==> src/rtl/fundamental_mode_sequencer.sv <==
// Fundamental-mode sequencer for a 2-input, 2-state-bit asynchronous next-state datapath.
// Debounces buttons, applies one input change at a time and iterates y until stable.
module fundamental_mode_sequencer #(
    parameter int unsigned DEBOUNCE_CYCLES = 1000000,
    parameter int unsigned SETTLE_CYCLES   = 4,
    parameter int unsigned MAX_ITER        = 4
) (
    input  logic       sys_clk_in,
    input  logic       sys_rst_n,
    input  logic       btn_x2,
    input  logic       btn_x1,
    input  logic       btn_clr,
    output logic       x2_o,
    output logic       x1_o,
    output logic       y2_o,
    output logic       y1_o,
    input  logic       ny2_i,
    input  logic       ny1_i,
    input  logic       z_i,
    output logic       z_o,
    output logic       busy_o,
    output logic       err_dbl_o,
    output logic       err_osc_o,
    output logic [7:0] step_cnt_o
);

    localparam int unsigned DbW = (DEBOUNCE_CYCLES > 1) ? $clog2(DEBOUNCE_CYCLES) : 1;
    localparam int unsigned StW = (SETTLE_CYCLES > 1) ? $clog2(SETTLE_CYCLES) : 1;
    localparam logic [DbW-1:0] DbMax  = DbW'(DEBOUNCE_CYCLES - 1);
    localparam logic [StW-1:0] StMax  = StW'(SETTLE_CYCLES - 1);
    localparam logic [7:0]     IterMx = 8'(MAX_ITER);

    typedef enum logic [2:0] {
        StIdle,
        StSettle,
        StSample,
        StErrDbl,
        StErrOsc
    } state_e;

    // Synchroniser bit order: {clr, x2, x1}
    logic [2:0] sync1_q, sync2_q;
    logic [1:0] deb;
    logic       clr;

    always_ff @(posedge sys_clk_in or negedge sys_rst_n) begin
        if (!sys_rst_n) begin
            sync1_q <= '0;
            sync2_q <= '0;
        end else begin
            sync1_q <= {btn_clr, btn_x2, btn_x1};
            sync2_q <= sync1_q;
        end
    end

    assign clr = sync2_q[2];

    for (genvar i = 0; i < 2; i++) begin : g_deb
        logic [DbW-1:0] cnt_q;
        logic           val_q;

        // Counter only runs while the synchronised level disagrees; any return clears it.
        always_ff @(posedge sys_clk_in or negedge sys_rst_n) begin
            if (!sys_rst_n) begin
                cnt_q <= '0;
                val_q <= 1'b0;
            end else if (sync2_q[i] == val_q) begin
                cnt_q <= '0;
            end else if (cnt_q == DbMax) begin
                cnt_q <= '0;
                val_q <= sync2_q[i];
            end else begin
                cnt_q <= cnt_q + 1'b1;
            end
        end

        assign deb[i] = val_q;
    end

    state_e         state_q, state_d;
    logic [1:0]     x_q, x_d;
    logic [1:0]     y_q, y_d;
    logic           z_q, z_d;
    logic [7:0]     step_q, step_d;
    logic [7:0]     iter_q, iter_d;
    logic [StW-1:0] settle_q, settle_d;
    logic           busy_q, busy_d;
    logic           err_dbl_q, err_dbl_d;
    logic           err_osc_q, err_osc_d;
    logic [1:0]     diff;
    logic [1:0]     ny;

    assign diff = deb ^ x_q;
    assign ny   = {ny2_i, ny1_i};

    always_comb begin
        state_d  = state_q;
        x_d      = x_q;
        y_d      = y_q;
        z_d      = z_q;
        step_d   = step_q;
        iter_d   = iter_q;
        settle_d = settle_q;
        busy_d   = 1'b0;

        unique case (state_q)
            StIdle: begin
                if (diff == 2'b11) begin
                    state_d = StErrDbl;
                end else if (diff != 2'b00) begin
                    x_d      = deb;
                    iter_d   = '0;
                    settle_d = '0;
                    state_d  = StSettle;
                end
            end
            StSettle: begin
                if (settle_q == StMax) begin
                    settle_d = '0;
                    state_d  = StSample;
                end else begin
                    settle_d = settle_q + 1'b1;
                end
            end
            StSample: begin
                if (ny == y_q) begin
                    z_d     = z_i;
                    step_d  = (iter_q > IterMx) ? IterMx : iter_q;
                    state_d = StIdle;
                    // busy stays up for the cycle after the final sample
                    busy_d  = 1'b1;
                end else if (iter_q == IterMx) begin
                    state_d = StErrOsc;
                end else begin
                    y_d      = ny;
                    iter_d   = iter_q + 8'd1;
                    settle_d = '0;
                    state_d  = StSettle;
                end
            end
            StErrDbl: begin
                if (clr) begin
                    x_d     = deb;
                    state_d = StIdle;
                end
            end
            StErrOsc: begin
                if (clr) begin
                    x_d     = deb;
                    y_d     = 2'b00;
                    z_d     = 1'b0;
                    step_d  = '0;
                    state_d = StIdle;
                end
            end
            default: state_d = StIdle;
        endcase

        if (state_d == StSettle || state_d == StSample) begin
            busy_d = 1'b1;
        end
        err_dbl_d = (state_d == StErrDbl);
        err_osc_d = (state_d == StErrOsc);
    end

    always_ff @(posedge sys_clk_in or negedge sys_rst_n) begin
        if (!sys_rst_n) begin
            state_q   <= StIdle;
            x_q       <= 2'b00;
            y_q       <= 2'b00;
            z_q       <= 1'b0;
            step_q    <= '0;
            iter_q    <= '0;
            settle_q  <= '0;
            busy_q    <= 1'b0;
            err_dbl_q <= 1'b0;
            err_osc_q <= 1'b0;
        end else begin
            state_q   <= state_d;
            x_q       <= x_d;
            y_q       <= y_d;
            z_q       <= z_d;
            step_q    <= step_d;
            iter_q    <= iter_d;
            settle_q  <= settle_d;
            busy_q    <= busy_d;
            err_dbl_q <= err_dbl_d;
            err_osc_q <= err_osc_d;
        end
    end

    assign x2_o       = x_q[1];
    assign x1_o       = x_q[0];
    assign y2_o       = y_q[1];
    assign y1_o       = y_q[0];
    assign z_o        = z_q;
    assign busy_o     = busy_q;
    assign err_dbl_o  = err_dbl_q;
    assign err_osc_o  = err_osc_q;
    assign step_cnt_o = step_q;

endmodule
==> config.mk <==
export PLATFORM = sky130hd
export DESIGN_NAME = fundamental_mode_sequencer
export DESIGN_NICKNAME = d
export VERILOG_FILES = /design/src/rtl/fundamental_mode_sequencer.sv
export SDC_FILE = /design/constraint.sdc
export NUM_CORES = 1
export LEC_CHECK = 0
export CAP_MARGIN = 20
export CELL_PAD_IN_SITES_DETAIL_PLACEMENT = 0
export CELL_PAD_IN_SITES_GLOBAL_PLACEMENT = 2
export CORE_MARGIN = 10
export CORE_UTILIZATION = 28
export DETAILED_ROUTE_END_ITERATION = 8
export DONT_BUFFER_PORTS = 1
export PLACE_DENSITY = 0.6
export SKIP_LAST_GASP = 1
export SYNTH_ARGS = -nofsm -noshare
export SYNTH_HDL_FRONTEND = slang
export SYNTH_SLANG_ARGS = --single-unit
==> constraint.sdc <==
create_clock -name sys_clk_in -period 2.6 [get_ports sys_clk_in]
set_clock_uncertainty 0.1 [all_clocks]
set_input_delay 0.39 -clock sys_clk_in [delete_from_list [all_inputs] [get_ports sys_clk_in]]
set_output_delay 0.39 -clock sys_clk_in [all_outputs]
set_load 0.02 [all_outputs]
==> metrics.md <==
| Metric | Value |
|---|---|
| Vias per inst | `4.61` |
| Fin Setup TNS | `0 ns` |
| Switching portion of total power | `21.1%` |
| Critical Path AT | `2.17 ns` |
| Syn_nets | `367` |
| P_sw | `0.539 mW` |
| Layout area overhead | `14.6%` |
| Gpl congestion | `0.719` |
| Syn avg cell area | `10.3 µm²` |
| Die ar. | `18,000 µm²` |
| Starting Density | `28.7%` |
| Final Instance Count excl. Fillers | `539` |
| Tmin final | `2.06 ns` |
| Worst-path fanout max | `20` |
| Setup ws final | `0.543 ns` |
| Sequential-to-total area share from yosys stat | `52.9%` |
| VDD IR max | `0.000378 V` |
| Setup repair after global routing missed its margin | `false` |
| Cells on worst reg2reg path | `7` |
| Pleak | `1.80 nW` |
| R2R Setup Slk | `0.54 ns` |
| Synth Flop Type | `dfrtp_1` |
| DRT iter0 DRCs | `128` |
| Power Density | `613 nW/µm²` |
| Vias | `2,487` |
| Detailed placer's ending HPWL | `5210 µm` |
| Setup violators final | `0` |
| Die height | `134 µm` |
| RR Startpoint | `g_deb[0].cnt_q[0]` |
| Setup crit start kind | `register` |
| Antenna cells | `0` |
| First-pass GRT wire length | `13,400 µm` |
| Max-slew violation count | `0` |
| Grt ovf | `0` |
| Initial antenna violation count | `0` |
| Clk sink count | `77` |
| Post-layout util | `32.9%` |
| CTS tree | `yes` |
| GRT Overall Usage | `9.30%` |
| Setup CP Type | `reg2reg` |
| Slew of the pin with the lowest slew margin | `0.553 ns` |
| Worst hold stages | `2` |
| Outcome | `finished clean` |
| Largest net degree at the start of global routing | `78` |
| Max-slew headroom | `62.8%` |
| Fmax achieved | `0.486 GHz` |
| DRT antenna net count | `0` |
| Number of library cell types mapped by synthesis | `48` |
| Final period utilization | `79.1%` |
| Cell area after synthesis | `3640 µm²` |
| Worst setup EP type | `register` |
| Core box area | `12,700 µm²` |
| Root Buffer | `clkbuf_16` |
| Final Hold Viols | `0` |
| Final wirelength | `7720 µm` |
| Post-synth top cells | `77 x dfrtp_1, 54 x nor2_1, 29 x nand2_1` |
| Ports | `24` |
| DRC errors left | `0` |
| Post-synth EDFFs | `0` |
| Worst EP required | `2.71 ns` |
| CTS Buffer Depth | `2` |
| Clk_lat worst skew | `0.34 ns` |
| CTS Buf Count | `9` |
| Port bufs | `0` |
| Cell taking the most area after synthesis | `dfrtp_1` |
| Sequential share of power | `48.6%` |
| #FFs+latches synth | `77` |
| Clock share of power | `48.4%` |
| Max Cap Viol | `0` |
| Comb power frac | `3.0%` |
| DP Worst Slack | `0.556 ns` |
| Hold Path Class | `in2reg` |
| RR Endpoint | `g_deb[0].cnt_q[13]` |
| Yosys warns | `0` |
| Final #Nets | `378` |
| Hold EP | `y_q[0]` |
| Clock slew at reported path FFs | `0.06 ns` |
| Synth async-reset ratio | `100%` |
| Hold Startpoint | `ny1_i` |
| Int Pwr | `2.02 mW` |
| H-tree Lvls | `3` |
| Most common cell in the synthesized netlist | `dfrtp_1` |
| Ranking of synthesized cells by area | `dfrtp_1 53%, xnor2_1 5.8%, nor2_1 5.6%` |
| Die W | `134 µm` |
| Post-Syn Instances | `354` |
| Post-Place Cells | `521` |
| # rows | `41` |
| First-pass DRT Iterations | `4` |
| Vias in the first global route | `2,554` |
| Post_cts resized | `0` |
| Synth top area share | `52.9%` |
| Layout cells sized above 1 | `9.81%` |
| Routed wire length per instance | `14.3 µm` |
==> registers in the layout, summed over array words and instances (netlist names), 3 cells and up <==
register,count
sync1_q,3
step_cnt_o,8
iter_q,8
sync2_q,3
g_deb.cnt_q,40
state_q,3
==> repair_timing <==
action	CTS	global route
setup buffers	0	0
hold endpoints to repair	80	0
hold buffers	5	0
==> cell families after synthesis <==
family	synth area share, %
AOI/OAI and AO/OA	5.74
xor gates and xnor gates	10.8
adders and majority gates	1.72
buffers and inverters	2.82
DFF	52.9
muxes	2.20
and+or+nand+nor	23.8
==> through the flow <==
| step | power, mW | instance area (µm²) | hold slack [ns] |
|---|---|---|---|
| global route | 2.67 | 4170 | 0.0831 |
| detailed placement | 1.31 | 3820 | -0.00231 |
| CTS | 2.62 | 4170 | 0.0617 |
| global placement | 1.31 | 3820 | -0.00286 |
| finish | 2.56 | 4170 | 0.0822 |
| floorplan | 1.30 | 3640 | -0.00559 |
==> worst max path at each step <==
stage	startpoint	end	slack, ns	cells past startpoint
2_1_floorplan	g_deb[0].cnt_q[0]	g_deb[0].val_q	0.80	5
3_3_place_gp	y_q[0]	settle_q[1]	0.59	5
3_5_place_dp	y_q[1]	err_dbl_o	0.56	5
4_1_cts	g_deb[0].cnt_q[0]	g_deb[0].cnt_q[13]	0.54	7
5_1_grt	g_deb[0].cnt_q[0]	g_deb[0].cnt_q[10]	0.39	7
6_report	g_deb[0].cnt_q[0]	g_deb[0].cnt_q[13]	0.54	7
==> power by group through the flow <==
stage,sequential [mW],clock [mW],combinational [mW]
finish,1.24,1.24,0.0769
global route,1.24,1.33,0.0902
CTS,1.24,1.30,0.0805
detailed placement,1.26,0,0.0438
global placement,1.26,0,0.0434
floorplan,1.26,0,0.0387
==> worst max-delay path, stage by stage (launching register included) <==
cell and delay [ns]:
dfrtp_1 0.38, ha_1 0.21, and4_1 0.27, nand2_1 0.10, nor4_1 0.38, nand2b_1 0.15, buf_4 0.24, nor2_1 0.09
==> area by class of cell <==
type	count	area (µm²)
Timing Repair Buffer	7	82.6
Clock inverter	2	35.0
Clock buffer	11	253
Tap cell	172	215
Sequential cell	77	1930
Inverter	13	48.8
Fill cell	1315	8500
Multi-Input combinational cell	257	1610
==> cells in the final DEF (no fill, tap or decap), drive strengths merged, types with 2 or more instances in the layout <==
cell	instances
o21ai	10
mux2	5
and3	7
nand2b	4
xor2	21
o22ai	3
nand3b	5
a21oi	6
dlygate4sd3	4
buf	3
nor2	55
and2	10
nand3	20
clkbuf	11
nand4	9
dfrtp	77
inv	13
nand2	30
a31o	3
and4	5
ha	5
mux2i	2
o211ai	2
nor4b	2
nor4	7
nor2b	3
xnor2	24
nor3	10
==> per-layer routing <==
layer	global-route usage, %	wire length (µm)	vias to the layer above
met5	0	0	-
met4	4.35	149	0
met3	3.36	403	11
met2	13.7	3410	42
met1	11.8	3760	1211
li1	-	-	1223
Note: power is estimated with default switching activity, not from simulation.
